`src/rtl/instr_fetch_issue.sv`:
```
// rtl/instr_fetch_issue.sv - instruction fetch with one outstanding request, PC-tagged FIFO and issue handshake
module instr_fetch_issue #(
  parameter int                  PC_WIDTH = 16,
  parameter int                  DEPTH    = 4,
  parameter logic [PC_WIDTH-1:0] RESET_PC = '0
) (
  input  logic                Clock,
  input  logic                Reset,
  output logic                IMemReq,
  output logic [PC_WIDTH-1:0] IMemAddr,
  input  logic                IMemValid,
  input  logic [15:0]         IMemData,
  output logic                IssueValid,
  input  logic                IssueReady,
  output logic [15:0]         Instr,
  output logic [2:0]          OPCODE,
  output logic [PC_WIDTH-1:0] IssuePC,
  input  logic                BranchTaken,
  input  logic [PC_WIDTH-1:0] BranchTarget
);
  localparam int AW = $clog2(DEPTH);
  localparam int CW = AW + 1;

  typedef enum logic [1:0] {S_RUN, S_WAIT, S_DISCARD} state_t;

  state_t              r_state, w_next;
  logic [PC_WIDTH-1:0] r_fpc, r_req_pc;
  logic [AW-1:0]       r_wptr, r_rptr;
  logic [CW-1:0]       r_count;
  logic [15:0]         r_data [DEPTH];
  logic [PC_WIDTH-1:0] r_pc   [DEPTH];
  logic                w_space, w_req, w_push, w_pop;

  assign w_space = (r_count < CW'(DEPTH));

  always_comb begin
    w_next = r_state;
    w_req  = 1'b0;
    case (r_state)
      S_RUN: begin
        if (!BranchTaken && w_space) begin
          w_req  = 1'b1;
          w_next = S_WAIT;
        end
      end
      S_WAIT: begin
        // A flush before the response arrives must still swallow that response.
        if (BranchTaken)    w_next = IMemValid ? S_RUN : S_DISCARD;
        else if (IMemValid) w_next = S_RUN;
      end
      S_DISCARD: begin
        if (IMemValid) w_next = S_RUN;
      end
      default: w_next = S_RUN;
    endcase
  end

  assign w_push = (r_state == S_WAIT) && IMemValid && !BranchTaken;
  assign w_pop  = IssueValid && IssueReady && !BranchTaken;

  assign IMemReq  = w_req & ~Reset;
  assign IMemAddr = IMemReq ? r_fpc : '0;

  always_ff @(posedge Clock or posedge Reset) begin
    if (Reset) begin
      r_state  <= S_RUN;
      r_fpc    <= RESET_PC;
      r_req_pc <= '0;
      r_wptr   <= '0;
      r_rptr   <= '0;
      r_count  <= '0;
    end else begin
      r_state <= w_next;
      if (BranchTaken) begin
        r_fpc <= BranchTarget;
      end else if (w_req) begin
        r_fpc    <= r_fpc + PC_WIDTH'(1);
        r_req_pc <= r_fpc;
      end
      if (BranchTaken) begin
        r_wptr  <= '0;
        r_rptr  <= '0;
        r_count <= '0;
      end else begin
        if (w_push) r_wptr <= r_wptr + AW'(1);
        if (w_pop)  r_rptr <= r_rptr + AW'(1);
        if (w_push && !w_pop)      r_count <= r_count + CW'(1);
        else if (!w_push && w_pop) r_count <= r_count - CW'(1);
      end
    end
  end

  always_ff @(posedge Clock) begin
    if (w_push) begin
      r_data[r_wptr] <= IMemData;
      r_pc[r_wptr]   <= r_req_pc;
    end
  end

  assign IssueValid = (r_count != '0);
  assign Instr      = IssueValid ? r_data[r_rptr] : 16'h0000;
  assign OPCODE     = Instr[15:13];
  assign IssuePC    = IssueValid ? r_pc[r_rptr] : '0;

endmodule

```
`config.mk`:
```
export PLATFORM = sky130hd
export DESIGN_NAME = instr_fetch_issue
export DESIGN_NICKNAME = d
export VERILOG_FILES = /design/src/rtl/instr_fetch_issue.sv
export SDC_FILE = /design/constraint.sdc
export NUM_CORES = 1
export LEC_CHECK = 0
export CORE_MARGIN = 1
export CORE_UTILIZATION = 40
export DETAILED_ROUTE_END_ITERATION = 10
export GPL_TIMING_DRIVEN = 1
export PLACE_DENSITY = 0.65
export SETUP_SLACK_MARGIN = 0.2
export SLEW_MARGIN = 20
export SYNTH_ARGS = -nofsm -noshare
export SYNTH_HDL_FRONTEND = slang
export SYNTH_SLANG_ARGS = --single-unit
```
`constraint.sdc`:
```
create_clock -name Clock -period 7.35 [get_ports Clock]
set_input_delay 1.47 -clock Clock [delete_from_list [all_inputs] [get_ports Clock]]
set_output_delay 1.47 -clock Clock [all_outputs]
set_load 0.02 [all_outputs]
```
Yosys cells after proc, flatten, opt, wreduce, memory -nomap -nowiden
Memory sizes are Yosys's and may differ from the RTL's.
Cells that the tools add are included.
{ "word_totals": {"ff_bits": 41, "ram_bits": 128, "inputBits": 37, "word_cells": 58, "mem_count": 2} }
{ "mem_list": {"columns": ["name", "words", "width", "read_ports", "rd_clocked_by_memory_dff", "wr", "line", "source"], "rows": [
  ["r_data", 4, 16, 1, 0, 1, "30", "logic [15:0] r_data [DEPTH];"],
  ["r_pc", 4, 16, 1, 0, 1, "31", "logic [PC_WIDTH-1:0] r_pc [DEPTH];"]
]} }
{ "classes": {"n_addsub": 5, "n_lt_le_gt_ge": 1, "eq_ne": 3, "muxes": 21, "n_bitwise": 3, "reduce_logical": 17} }
{ "ops": {"columns": ["cell", "count"], "rows": [
  ["16-bit 2-to-1 mux", 5],
  ["16-bit by 1-bit adder with 16-bit output (second input constant)", 1],
  ["2-bit 2-to-1 mux", 8],
  ["3-bit 2-to-1 mux", 3],
  ["1-bit logical AND", 7],
  ["2-bit one-hot mux with 3 select lines", 1],
  ["2-bit nonzero test", 3],
  ["3-bit nonzero test", 2],
  ["2-bit by 1-bit adder with 2-bit output (second input constant)", 2],
  ["1-bit 2-to-1 mux", 4],
  ["3-bit by 1-bit adder with 3-bit output (second input constant)", 1],
  ["1-bit logical NOT", 3],
  ["3-bit less-than comparator (second input constant)", 1],
  ["3-bit by 1-bit subtractor with 3-bit output (second input constant)", 1],
  ["2-bit by 1-bit == test with 1-bit output (second input constant)", 1],
  ["2-bit == test (second input constant)", 1],
  ["2-bit logical NOT", 1],
  ["2-bit inequality test (second input constant)", 1],
  ["1-bit inverter", 2],
  ["2-bit AND reduction", 1],
  ["1-bit bitwise AND", 1]
]} }

Longest topological paths before layout
Gate-level depths: netlist of run 1.
{ "depth": {"word_depth": 8, "mapped_depth": 8, "depth_no_buf": 7} }

Least setup slack after synthesis of run 1
Ideal clock, no wire load.
{ "synth_path": {"path_kind": "in2out", "from": "in Reset", "to": "out IMemAddr[11]", "arrival_ps": 3351, "t_required_ps": 5880, "path_slack_ps": 2529, "cell_stages": 3, "n_path_buf": 1, "cell_sequence": "inv_1 > clkbuf_1 > and3_1"} }
{ "synth_between": {"elab_chain_cells": 3} }
{ "synth_lines": {"columns": ["item", "line", "source"], "rows": [
  ["start, declared", "8", "input logic Reset,"],
  ["1-bit inverter", "61", "assign IMemReq = w_req & ~Reset;"],
  ["1-bit bitwise AND", "61", null],
  ["16-bit 2-to-1 mux", "62", "assign IMemAddr = IMemReq ? r_fpc : '0;"],
  ["end, declared", "10", "output logic [PC_WIDTH-1:0] IMemAddr,"]
]} }
No other way between the ends.

Worst setup path in the final report of run 1
{ "layout_path": {"from": "in BranchTaken", "to": "out IMemAddr[5]"} }
{ "layout_between": {"elab_chain_cells": 6} }
{ "layout_lines": {"columns": ["item", "line", "source"], "rows": [
  ["start, declared", "18", "input logic BranchTaken,"],
  ["1-bit logical NOT", "41", "if (!BranchTaken && w_space) begin"],
  ["1-bit logical AND", "41", null],
  ["1-bit 2-to-1 mux", "41", null],
  ["1-bit 2-to-1 mux", "39", "case (r_state)"],
  ["1-bit bitwise AND", "61", null],
  ["16-bit 2-to-1 mux", "62", null]
]} }
No other way between the ends.

==> flow_summary_export.csv, run 1 <==
group,metric,value,unit
sta,hold_violations,0,
placed_design,portBuffers,89,
sta,maxSlewViolCount,0,
power,power.total,3.12,mW
sta,setup_violations,0,
global_route,grt_overflow_total,0,
logic_synthesis,avgSynthCellArea,15.3,sq um
setup_path,end_kind,"output port",
global_route,gr-usage-all-layers,0.157,
route,viasPerCell,5.15,
placed_design,hpwl,8.19,mm
clock_tree,cts_resized,0,
placed_design,post-place-ws,1.91,ns
setup_path,cpMostUsedCell,"clkdlybuf4s50_1",
logic_synthesis,ys_seq_area_frac,0.684,
power,power_density,357,nW/um^2
clock_tree,cts_tree,"built",
clock_tree,cts.htree.levels,4,
sta,timing.fmax,184,MHz
logic_synthesis,synth_cell_types,48,
logic_synthesis,synthCells,464,
setup_path,cp.arrival,3.96,ns
sta,tns,0,ns
setup_path,startpoint_type,"input pin",
sta,tightest_slew,1.01,ns
setup_path,critPathMaxFanout,47,
setup_path,slowest_delay,0.90,ns
setup_path,crit_family,"buffers and inverters",
setup_path,crit_buf_inv,3,
logic_synthesis,synth_seq_cells,169,
final_layout,layout-area-overhead-vs-synth,22.8,%
logic_synthesis,postSynthNetCount,507,
die,dieArea,18300,sq um
power,internal_power,2.14,mW
logic_synthesis,synthesis.area,7110,sq um
final_layout,nets,589,
job,maxCapViolCount,0,
status,status,"completed",
power,p_clk_frac,0.256,
sta,fin_skew,0.0171,ns
route,drtPass1Iterations,5,
final_layout,diodes,0,
global_route,antenna_found_initial,0,
route,post_drt_wl_per_cell,16.9,um
global_route,grt_pass1_vias,4000,
final_layout,drive_above_1_share,0.131,
die,boundaryPins,90,
clock_tree,clockRootBuffer,"clkbuf_16",
sta,timing.final.ws_setup,1.92,ns
logic_synthesis,ys_warn_count,0,
power,ir_drop,0.210,mV
logic_synthesis,synth_async_sr_flop_share,0.243,
sta,period_minus_slack,5.43,ns
route,drt-initial-drc-count,254,
hold_path,hp-class,"flop to flop",
die,start_util,0.410,
final_layout,utilization,0.503,
power,p_switching,0.982,mW
sta,max_slew_margin,0.329,
logic_synthesis,synth_flop_cell,"edfxtp_1",
setup_path,critPathSlowestCell,"or4_1",
die,rows,48,
power,swShare,0.315,
logic_synthesis,synth_edf_count,128,
clock_tree,insertion_delay,0.41,ns
route,drc,0,
power,power_frac_seq,0.416,
global_route,grt_pass1_wl,21.5,mm
sta,rsz0062_at_grt,"no",
power,combPwrFrac,0.328,
route,vias,4031,
clock_tree,cts_buffers,17,
setup_path,crit_required,5.88,ns
die,die_h,135,um
route,drt_wl_total,13.3,mm
sta,finalCritPeriodShare,0.739,
global_route,grt_max_degree,48,
clock_tree,holdBufCountCts,0,
clock_tree,clk_path_buf_depth,2,
power,p_leak,3.06,nW
placed_design,gp_congestion,0.821,
die,fp.dieW,135,um
clock_tree,post_cts_buffers,0,
clock_tree,cts_sinks,169,
die,design.core.area,17400,sq um
clock_tree,clk_pin_slew,0.06,ns
setup_path,worstPathCellList,"clkdlybuf4s50_1, buf_4, or4_1, nor3_1, clkdlybuf4s50_1",
route,ant_nets,0,
final_layout,nFillCells,1433,
setup_path,worstSetupPathType,"input pin to output port",
## Yosys cell counts, types with 2 or more instances
cell type	count	area, sq um
dfrtp_1	41	1030
or4_1	2	15.0
mux4_2	32	721
clkbuf_1	21	78.8
buf_2	7	35.0
a211o_1	2	17.5
nand2_1	61	229
o21ai_0	15	75.1
nand3_1	6	30.0
and3_1	15	93.8
and4_1	2	17.5
mux2i_1	2	20.0
nand2b_1	2	12.5
inv_1	8	30.0
o31a_1	3	26.3
xor2_1	6	52.6
nor4_1	6	37.5
a21oi_1	2	10.0
edfxtp_1	128	3840
nor3_1	6	30.0
buf_4	4	30.0
ha_1	5	62.6
o22ai_1	2	12.5
nor2b_1	3	18.8
and2_1	38	238
xnor2_1	8	70.1
nor2_1	9	33.8
nand4_1	8	50.1
## per-stage QoR
step | cells | instance area, sq um | hold slack, ns
floorplan | 464 | 7110 | 0.476
finish | 783 | 8740 | 0.525
CTS | 782 | 8730 | 0.525
global route | 783 | 8740 | 0.543
global placement | 751 | 8190 | 0.491
detailed placement | 751 | 8190 | 0.511
## sequential cells by signal, summed over array words and instances (netlist names)
register and flops:
r_pc 64, r_count 3, r_state 2, r_req_pc 16
r_wptr 2, r_fpc 16, r_rptr 2, r_data 64
## final cells by class
cell class                 count  area [sq um]  share of cell area
inverter                       8          30.0             0.00344
timing repair buffer          98           962               0.110
clock inverter                12           101              0.0116
clock buffer                  19           433              0.0495
sequential                   169          4870               0.557
tap                          225           282              0.0322
multi-input combinational    252          2060               0.236
## power by group through the flow
stage	logic [mW]	registers [mW]	clock network (mW)
floorplan	0.698	1.24	0
finish	1.02	1.30	0.800
global route	1.12	1.32	0.852
detailed placement	1.04	1.32	0
global placement	1.03	1.30	0
CTS	1.04	1.30	0.817
## layer usage
metal	GRT usage	part of all wire	vias to the layer above
met5	0	0	-
met2	0.242	0.48	117
met4	0.0449	0.0093	0
met1	0.221	0.46	2017
met3	0.0389	0.051	6
li1	-	-	1891
## path summary, 6_finish.rpt
check / start / end / slack [ns] / depth (start not counted)
max in group asynchronous: Reset / r_req_pc[13] / 5.02 / 3
setup reg to reg: r_count[2] / r_count[2] / 5.25 / 7
hold / removal: r_req_pc[10] / r_pc[2][10] / 0.52 / 0
min in group asynchronous: Reset / r_fpc[1] / 1.58 / 2
setup / recovery: BranchTaken / IMemAddr[5] / 1.92 / 5
hold reg to reg: r_req_pc[10] / r_pc[2][10] / 0.52 / 0
## cells by family after synthesis
| kind of cell | synth area share |
|---|---|
| buffers and inverters | 0.0273 |
| flip-flops | 0.684 |
| AO/OA/AOI/OAI | 0.0266 |
| multiplexers | 0.104 |
| adder cells (fa/ha/maj) | 0.0116 |
| AND/OR/NAND/NOR | 0.129 |
| XOR/XNOR | 0.0172 |
## layout by cell type (no fill, tap or decap), types with 9 or more instances in the layout
| cell type | instances |
|---|---|
| dfrtp_1 | 40 |
| nand2_1 | 61 |
| edfxtp_1 | 128 |
| nor2_1 | 9 |
| mux4_2 | 32 |
| and2_1 | 38 |
| o21ai_0 | 15 |
| and3_1 | 15 |
| clkdlybuf4s50_1 | 89 |
| clkbuf_16 | 17 |
(Power assumes the default switching activity.)
==> inputs of run 2 (changes only) <==
- clock period: 7.35 -> 5.5 ns (I/O delays scaled with it)
==> flow_summary_export.csv, run 2 (synthesis gave the netlist of run 1 again) <==
group,metric,value,unit
clock_tree,post_cts_buffers,0,
sta,maxSlewViolCount,0,
setup_path,startpoint_type,"input pin",
setup_path,worstPathCellList,"clkdlybuf4s50_1, buf_4, nor4_4, and3_1, clkdlybuf4s50_1",
global_route,grt_max_degree,47,
global_route,grt_pass1_vias,4166,
setup_path,end_kind,"output port",
route,drt-initial-drc-count,264,
die,dieArea,18300,sq um
sta,tightest_slew,0.678,ns
clock_tree,insertion_delay,0.42,ns
sta,fin_skew,0.00722,ns
route,drt_wl_total,13.8,mm
die,rows,48,
final_layout,nets,590,
global_route,antenna_found_initial,0,
placed_design,portBuffers,89,
global_route,grt_overflow_total,0,
clock_tree,clockRootBuffer,"clkbuf_16",
clock_tree,clk_path_buf_depth,2,
clock_tree,clk_pin_slew,0.06,ns
route,viasPerCell,5.22,
sta,holdWs,0.523,ns
final_layout,reg.largest.list,"r_data x64, r_pc x64",
hold_path,hold_depth,0,
setup_path,cpMostUsedCell,"clkdlybuf4s50_1",
power,p_leak,3.07,nW
final_layout,diodes,0,
hold_path,hp-start,"r_req_pc[10]",
die,design.core.area,17400,sq um
sta,setup_violations,0,
setup_path,worstSetupPathType,"input pin to output port",
route,post_drt_wl_per_cell,17.6,um
hold_path,hold_end,"r_pc[3][10]",
placed_design,placed_cells,753,
power,power_density,481,nW/um^2
placed_design,hpwl,8.48,mm
setup_path,r2r_slack,3.40,ns
placed_design,gp_congestion,0.797,
final_layout,final_cell_mix,"edfxtp_1 (128), clkdlybuf4s50_1 (89), nand2_1 (61)",
sta,max_slew_margin,0.545,
sta,tns,0,ns
clock_tree,cts_tree,"built",
setup_path,critPathMaxFanout,46,
die,boundaryPins,90,
final_layout,nFillCells,1438,
setup_path,cp.arrival,3.25,ns
power,ir_drop,0.248,mV
sta,hold_violations,0,
power,power.total,4.21,mW
job,maxCapViolCount,0,
sta,timing.fmax,230,MHz
setup_path,reg2reg_from,"r_count[2]",
route,ant_nets,0,
route,drc,0,
die,die_h,135,um
clock_tree,cts_sinks,169,
setup_path,crit_required,4.40,ns
final_layout,drive_above_1_share,0.129,
route,drtPass1Iterations,4,
setup_path,timing.rr.end,"r_count[2]",
sta,finalCritPeriodShare,0.791,
status,status,"completed",
final_layout,layout-area-overhead-vs-synth,23.0,%
clock_tree,cts.htree.levels,4,
clock_tree,holdBufCountCts,0,
route,vias,4099,
setup_path,reg2reg_depth,7,
clock_tree,cts_resized,0,
setup_path,slowest_delay,0.62,ns
global_route,gr-usage-all-layers,0.162,
hold_path,hp-class,"flop to flop",
sta,period_minus_slack,4.35,ns
setup_path,critPathSlowestCell,"clkdlybuf4s50_1",
global_route,grt_pass1_wl,21.9,mm
die,start_util,0.410,
clock_tree,cts_buffers,17,
sta,rsz0062_at_grt,"no",
final_layout,layout_commonest_cell,"edfxtp_1",
die,fp.dieW,135,um
final_layout,fin_cells,785,
==> run 2: cell count changes in the layout (fill, tap and decap cells not counted), sizes merged <==
cell      before  now
clkinv         8    3
inv            9    7
clkinvlp       2    0
clkbuf        19   29
buf            9   10
==> run 2: report_power, final <==
part,leakage (nW),internal [mW],switching [mW]
clock,0.264,0.660,0.436
sequential,1.67,1.56,0.184
combinational,1.14,0.681,0.690
==> run 2: critical path, delay by kind of cell <==
family / cells / cell delay (ns)
buf+inv: 3 / 1.31
simple gates: 2 / 0.84
==> run 2: per-stage QoR <==
step | cell area, sq um | util | setup WS (ns)
2_1_floorplan | 7110 | - | 1.42
3_3_place_gp | 8210 | 0.473 | 1.21
3_5_place_dp | 8210 | 0.473 | 1.13
4_1_cts | 8750 | 0.504 | 1.12
5_1_grt | 8750 | 0.504 | 0.962
6_report | 8750 | 0.504 | 1.15
==> run 2: worst max-delay path by stage <==
| stage | start | endpoint | slack, ns | cells past startpoint |
|---|---|---|---|---|
| global placement | Reset | IMemAddr[2] | 1.21 | 4 |
| detailed placement | Reset | IMemAddr[2] | 1.13 | 4 |
| floorplan | Reset | IMemAddr[11] | 1.42 | 3 |
| finish | BranchTaken | IMemAddr[2] | 1.15 | 5 |
| CTS | Reset | IMemAddr[2] | 1.12 | 4 |
| global route | Reset | IMemAddr[2] | 0.96 | 4 |
==> run 2: per-layer routing <==
layer	vias to the layer above	track usage	routed length, um
met5	-	0	0
met4	0	0.0468	165
met3	13	0.0505	825
met2	147	0.255	6490
met1	2043	0.216	6310
li1	1896	-	-
==> run 2: final cells by class <==
type	count	area (sq um)	area share
timing repair buffer	99	966	0.110
clock inverter	3	43.8	0.00500
multi-input combinational	252	2060	0.235
tap	225	282	0.0322
clock buffer	29	500	0.0572
inverter	8	30.0	0.00343
sequential	169	4870	0.556
